## src/rtl/uart_pkg.sv

```systemverilog
// Shared UART definitions: FSM state encoding and legal parameter ranges,
// used by both the receiver and the transmitter.
package uart_pkg;

  typedef enum logic [2:0] {
    ST_IDLE   = 3'd0,
    ST_START  = 3'd1,
    ST_DATA   = 3'd2,
    ST_PARITY = 3'd3,
    ST_STOP   = 3'd4
  } uart_state_t;

  localparam int unsigned DATA_BITS_MIN  = 5;
  localparam int unsigned DATA_BITS_MAX  = 9;
  localparam int unsigned OVERSAMPLE_MIN = 8;
  localparam int unsigned OVERSAMPLE_MAX = 32;
  localparam int unsigned STOP_BITS_MIN  = 1;
  localparam int unsigned STOP_BITS_MAX  = 2;

  // Bit counter is sized once so it covers the widest legal payload.
  localparam int unsigned BIT_CNT_W = $clog2(DATA_BITS_MAX + 1);

endpackage

```

## src/rtl/rx_sync.sv

```systemverilog
// Two-flop synchronizer for the asynchronous serial line; resets to the
// idle (high) level so a reset never looks like a start bit.
module rx_sync (
  input  logic clk,
  input  logic rst,
  input  logic din,
  output logic dout
);

  logic meta;

  always_ff @(posedge clk or posedge rst) begin
    if (rst) begin
      meta <= 1'b1;
      dout <= 1'b1;
    end else begin
      meta <= din;
      dout <= meta;
    end
  end

endmodule

```

## src/rtl/uart_rx_cfg.sv

```systemverilog
// Configurable oversampling UART receiver: start-bit validation at mid-bit,
// LSB-first payload, optional parity and one or two stop bits.
module uart_rx_cfg
  import uart_pkg::*;
#(
  parameter int unsigned DATA_BITS  = 8,
  parameter int unsigned OVERSAMPLE = 16,
  parameter int unsigned STOP_BITS  = 1,
  parameter int unsigned PARITY_EN  = 0,
  parameter int unsigned PARITY_ODD = 0
) (
  input  logic                 i_clock,
  input  logic                 i_reset,
  input  logic                 i_tick,
  input  logic                 i_rx_data_input,
  output logic [DATA_BITS-1:0] o_data_byte,
  output logic                 o_done_bit,
  output logic                 o_parity_err,
  output logic                 o_frame_err,
  output logic                 o_busy
);

  localparam int unsigned TICK_W = $clog2(OVERSAMPLE);
  localparam int unsigned BIT_W  = BIT_CNT_W;

  localparam logic [TICK_W-1:0] TICK_MID  = TICK_W'(OVERSAMPLE / 2 - 1);
  localparam logic [TICK_W-1:0] TICK_LAST = TICK_W'(OVERSAMPLE - 1);
  localparam logic [BIT_W-1:0]  DATA_LAST = BIT_W'(DATA_BITS - 1);
  localparam logic [BIT_W-1:0]  STOP_LAST = BIT_W'(STOP_BITS - 1);
  localparam logic              ODD_BIT   = 1'(PARITY_ODD);
  localparam logic              HAS_PAR   = (PARITY_EN != 0);

  uart_state_t           state;
  logic [TICK_W-1:0]     tick_cnt;
  logic [TICK_W-1:0]     tick_nxt;
  logic [BIT_W-1:0]      bit_cnt;
  logic [DATA_BITS-1:0]  shreg;
  logic                  par_acc;
  logic                  frm_acc;
  logic                  line;
  logic                  sample;

  rx_sync u_sync (
    .clk  (i_clock),
    .rst  (i_reset),
    .din  (i_rx_data_input),
    .dout (line)
  );

  assign tick_nxt = (tick_cnt == TICK_LAST) ? '0 : TICK_W'(tick_cnt + 1'b1);
  assign sample   = i_tick && (tick_cnt == TICK_LAST);

  always_ff @(posedge i_clock or posedge i_reset) begin
    if (i_reset) begin
      state        <= ST_IDLE;
      tick_cnt     <= '0;
      bit_cnt      <= '0;
      shreg        <= '0;
      par_acc      <= 1'b0;
      frm_acc      <= 1'b0;
      o_data_byte  <= '0;
      o_done_bit   <= 1'b0;
      o_parity_err <= 1'b0;
      o_frame_err  <= 1'b0;
      o_busy       <= 1'b0;
    end else begin
      o_done_bit <= 1'b0;
      case (state)
        ST_IDLE: begin
          if (!line) begin
            state    <= ST_START;
            o_busy   <= 1'b1;
            tick_cnt <= '0;
            bit_cnt  <= '0;
            par_acc  <= 1'b0;
            frm_acc  <= 1'b0;
          end
        end
        // A start bit must still be low at its midpoint, otherwise it was a glitch.
        ST_START: begin
          if (i_tick) begin
            if (tick_cnt == TICK_MID) begin
              tick_cnt <= '0;
              if (!line) begin
                state <= ST_DATA;
              end else begin
                state  <= ST_IDLE;
                o_busy <= 1'b0;
              end
            end else begin
              tick_cnt <= TICK_W'(tick_cnt + 1'b1);
            end
          end
        end
        ST_DATA: begin
          if (i_tick) tick_cnt <= tick_nxt;
          if (sample) begin
            shreg <= {line, shreg[DATA_BITS-1:1]};
            if (bit_cnt == DATA_LAST) begin
              bit_cnt <= '0;
              state   <= HAS_PAR ? ST_PARITY : ST_STOP;
            end else begin
              bit_cnt <= BIT_W'(bit_cnt + 1'b1);
            end
          end
        end
        ST_PARITY: begin
          if (i_tick) tick_cnt <= tick_nxt;
          if (sample) begin
            par_acc <= ((^shreg) ^ line) != ODD_BIT;
            state   <= ST_STOP;
          end
        end
        // Frame error accumulates over all stop bits; results publish together.
        ST_STOP: begin
          if (i_tick) tick_cnt <= tick_nxt;
          if (sample) begin
            if (bit_cnt == STOP_LAST) begin
              state        <= ST_IDLE;
              o_busy       <= 1'b0;
              o_done_bit   <= 1'b1;
              o_data_byte  <= shreg;
              o_parity_err <= par_acc;
              o_frame_err  <= frm_acc | ~line;
            end else begin
              bit_cnt <= BIT_W'(bit_cnt + 1'b1);
              frm_acc <= frm_acc | ~line;
            end
          end
        end
        default: begin
          state  <= ST_IDLE;
          o_busy <= 1'b0;
        end
      endcase
    end
  end

endmodule
```

## config.mk

```make
export PLATFORM = sky130hd
export DESIGN_NAME = uart_rx_cfg
export DESIGN_NICKNAME = d
export VERILOG_FILES = /design/src/rtl/uart_pkg.sv /design/src/rtl/rx_sync.sv /design/src/rtl/uart_rx_cfg.sv
export SDC_FILE = /design/constraint.sdc
export NUM_CORES = 1
export LEC_CHECK = 0
export ABC_AREA = 1
export CELL_PAD_IN_SITES_DETAIL_PLACEMENT = 2
export CELL_PAD_IN_SITES_GLOBAL_PLACEMENT = 2
export CORE_MARGIN = 5
export CORE_UTILIZATION = 30
export DETAILED_ROUTE_END_ITERATION = 12
export PLACE_DENSITY_LB_ADDON = 0.1
export SLEW_MARGIN = 0
export SYNTH_ARGS = -nofsm -noshare
export SYNTH_HDL_FRONTEND = slang
export SYNTH_SLANG_ARGS = --single-unit
```

## constraint.sdc

```tcl
create_clock -name i_clock -period 1.5 [get_ports i_clock]
set_input_delay 0.225 -clock i_clock [delete_from_list [all_inputs] [get_ports i_clock]]
set_output_delay 0.225 -clock i_clock [all_outputs]
set_load 0.02 [all_outputs]
```

==> run metrics <==
CTS tree yes; Peak Freq ~0.65 GHz; DRT antenna net count 0; setup violators final 16; Die Wd 89.44 µm; Reg clk slew, reported paths 0.08 ns; hold_buf cts 0; Tcrit/Tclk final 1.024; setup TNS -0.3200 ns; Worst Tran Pin Value approximately 0.37 ns; number of buffers created by CTS 5; failing checks setup timing; critical path arrival 1.73 ns; crit path buf inv count 3; Detailed Routing Iterations Pass 1 3; synth warn 0; max_cap viols 0; power per cell area 939.6 mW/mm²; syn_area_per_cell 7.888 µm²; CP Capture Type flip-flop; synthesized cell area 0.001893 mm²; crit-path cells ha_2 > nand2_2 > nor2_4 > nand2_4 > buf_12 > nor2_4 > buf_4 > inv_4 > nand2_1 > o21ai_2; final hold vios 0; nets between 300 and 400; DRT Wirelength 5.792 mm; CP startpoint tick_cnt[0]; Layout Utilization 0.4270; clk sinks 35; chip height 89.44 µm; r2r startpoint tick_cnt[0]; initial antenna violation count 0; met1 Track Usage GR 0.1831; ys async rst share 1.000; WL/cell 15.57 µm; Via density 4.618; Hold WC Path Type input port to async pin; CP required approximately 1.7 ns; Cell Area, Placed 0.002227 mm²; RSZ-0062 raised after global routing yes; Post-synth EDFFs 0; global-route wire length before repair 8.569 mm; Worst setup SP type flip-flop; critical path's top delay family simple AND/OR/NAND/NOR gates; cell taking the most area after synthesis dfrtp_1; Clk Latency, worst-skew pair 0.29 ns; Max VDD drop 0.5707 mV; Crit. path cell count 10; outcome finished with violations; clock root cell clkbuf_8; clk buf depth 2; Max FO, Critical Path 5; register area share after synthesis 0.4640; register bit total from synthesis 35; WHS 0.2796 ns; layout cells sized above 1 0.3424; die footprint 0.007999 mm²; top cell type's share of synthesized area 0.4362; vias in the first global route between 1500 and 2000; io pins 16; top_reg_cell synth dfrtp_1; Design Area, Final roughly 0.0027 mm²; area of the core approximately 0.0062 mm²; critical path class flip-flop to flip-flop; minimum clock period 1.536 ns; met3 usage 0.03410; # port buffers 15; Post-Syn Instances 240; leakage power 1.447 nW; Worst Skew 0.009379 ns; Initial DRC Count 27; Initial Utilization 0.3033; gr ovfl total 0; slew margin rel. 0.7481; Synth top cells by count 82 x nand2_1, 33 x dfrtp_1, 31 x inv_1, 16 x o21ai_0, 11 x nor2_1; Slew Viols, Final 0; PnR worst setup slack -0.03586 ns; Yosys cell types 23; DR vias 1718; diode count 0; Post-Syn Nets 247; DRC errors left 0; most utilized layer in the global route result met2; Placer Congestion 0.7504; Total GRT Usage 0.1393; CP peak stage delay 0.36 ns; FP Rows 29; most numerous cell in the Yosys netlist nand2_1; met2 usage 0.2271; Synth area leaders dfrtp_1 44%, nand2_1 16%, inv_1 6.1%, o21ai_0 4.2%, o21ai_2 4.2%; fillers roughly 700; worst r2r path cells 10; Layout area overhead 40.78%; Max stage delay cell, worst path dfrtp_1; pin count of the biggest net entering global routing 36; H-tree depth 2; post-DP HPWL 3.526 mm; Worst path most repeated cell nor2_4
-- path summary, 6_finish.rpt --
check | slack, ns | end
setup / recovery | -0.04 | o_data_byte[7]
hold / removal | 0.28 | shreg[2]
setup reg to reg | -0.04 | o_data_byte[7]
hold reg to reg | 0.36 | u_sync.dout
max in group asynchronous | 0.97 | u_sync.meta
min in group i_clock | 0.33 | u_sync.meta
-- power by group --
part	internal, mW	switching, mW
sequential	1.02	0.0652
clock	0.496	0.362
combinational	0.270	0.288
-- worst reg2reg max path, delay by kind of cell, from the launching register on --
family,cells,cell delay [ns]
AND/OR/NAND/NOR,5,0.50
adder cells (fa/ha/maj),1,0.19
buffers and inverters,3,0.34
flip-flops,1,0.36
AO/OA/AOI/OAI,1,0.05
-- routing by layer --
layer  vias to the layer above  wire, µm  share of wire
li1                        856         -              -
met2                        16      2940           0.51
met1                       838      2648           0.46
met3                         8       126          0.022
met4                         0        76          0.013
met5                         -         0              0
-- layout by cell type, fill, tap and decap left out, drive strengths merged --
cell / count
dfrtp: 33
clkinvlp: 1
nand3: 9
o21a: 1
nor2: 18
inv: 37
buf: 32
dfstp: 2
a21oi: 2
clkdlybuf4s50: 3
nand4: 3
dlygate4sd2: 4
nand2: 90
xor2: 4
o21ai: 30
xnor2: 4
ha: 3
dlymetal6s2s: 8
bufinv: 1
nand3b: 2
clkbuf: 6
nor3: 2
-- repair_timing --
item | 4_1_cts | 5_1_grt
hold endpoints to repair | 0 | 0
pin swaps | 3 | 17
buffers inserted | 5 | 14
cloned | 0 | 2
endpoints found under the setup margin | 25 | 40
resized for setup | 15 | 47
-- through the flow --
step | setup WS, ns | instances | power [mW]
final | -0.03586 | 372 | 2.504
after global routing | -0.1342 | 372 | 2.664
after CTS | -0.02351 | 356 | 2.489
after detailed placement | -0.05762 | 343 | 1.562
after global placement | -0.02332 | 343 | 1.542
after floorplan | 0.1034 | 240 | 1.391
-- layout make-up --
type                    instances  area [µm²]  share of cell area
clock buffers                   6       72.57             0.02723
multi-input cells             168       989.7              0.3714
well taps                      77       96.34             0.03615
repair inverters                2       15.01            0.005634
repair buffers                 47       434.2              0.1629
flip-flops and latches         35       878.3              0.3296
inverters                      35       141.4             0.05305
clock inverters                 2       37.54             0.01408
-- state kept, by name, indices dropped and copies added, names as in the netlist --
name / count
tick_cnt: 4
o_busy: 1
o_done_bit: 1
frm_acc: 1
shreg: 8
par_acc: 1
u_sync.dout: 1
o_data_byte: 8
state: 3
o_frame_err: 1
bit_cnt: 4
o_parity_err: 1
u_sync.meta: 1
-- logic make-up after synthesis --
group	count (synthesis)	synth area share
buffers and inverters	37	0.08129
AOI/OAI and AO/OA	33	0.1064
adders and majority gates	3	0.01983
and+or+nand+nor	124	0.2915
xor gates and xnor gates	8	0.03701
DFF	35	0.4640
Power figures use the tool's default switching activity.
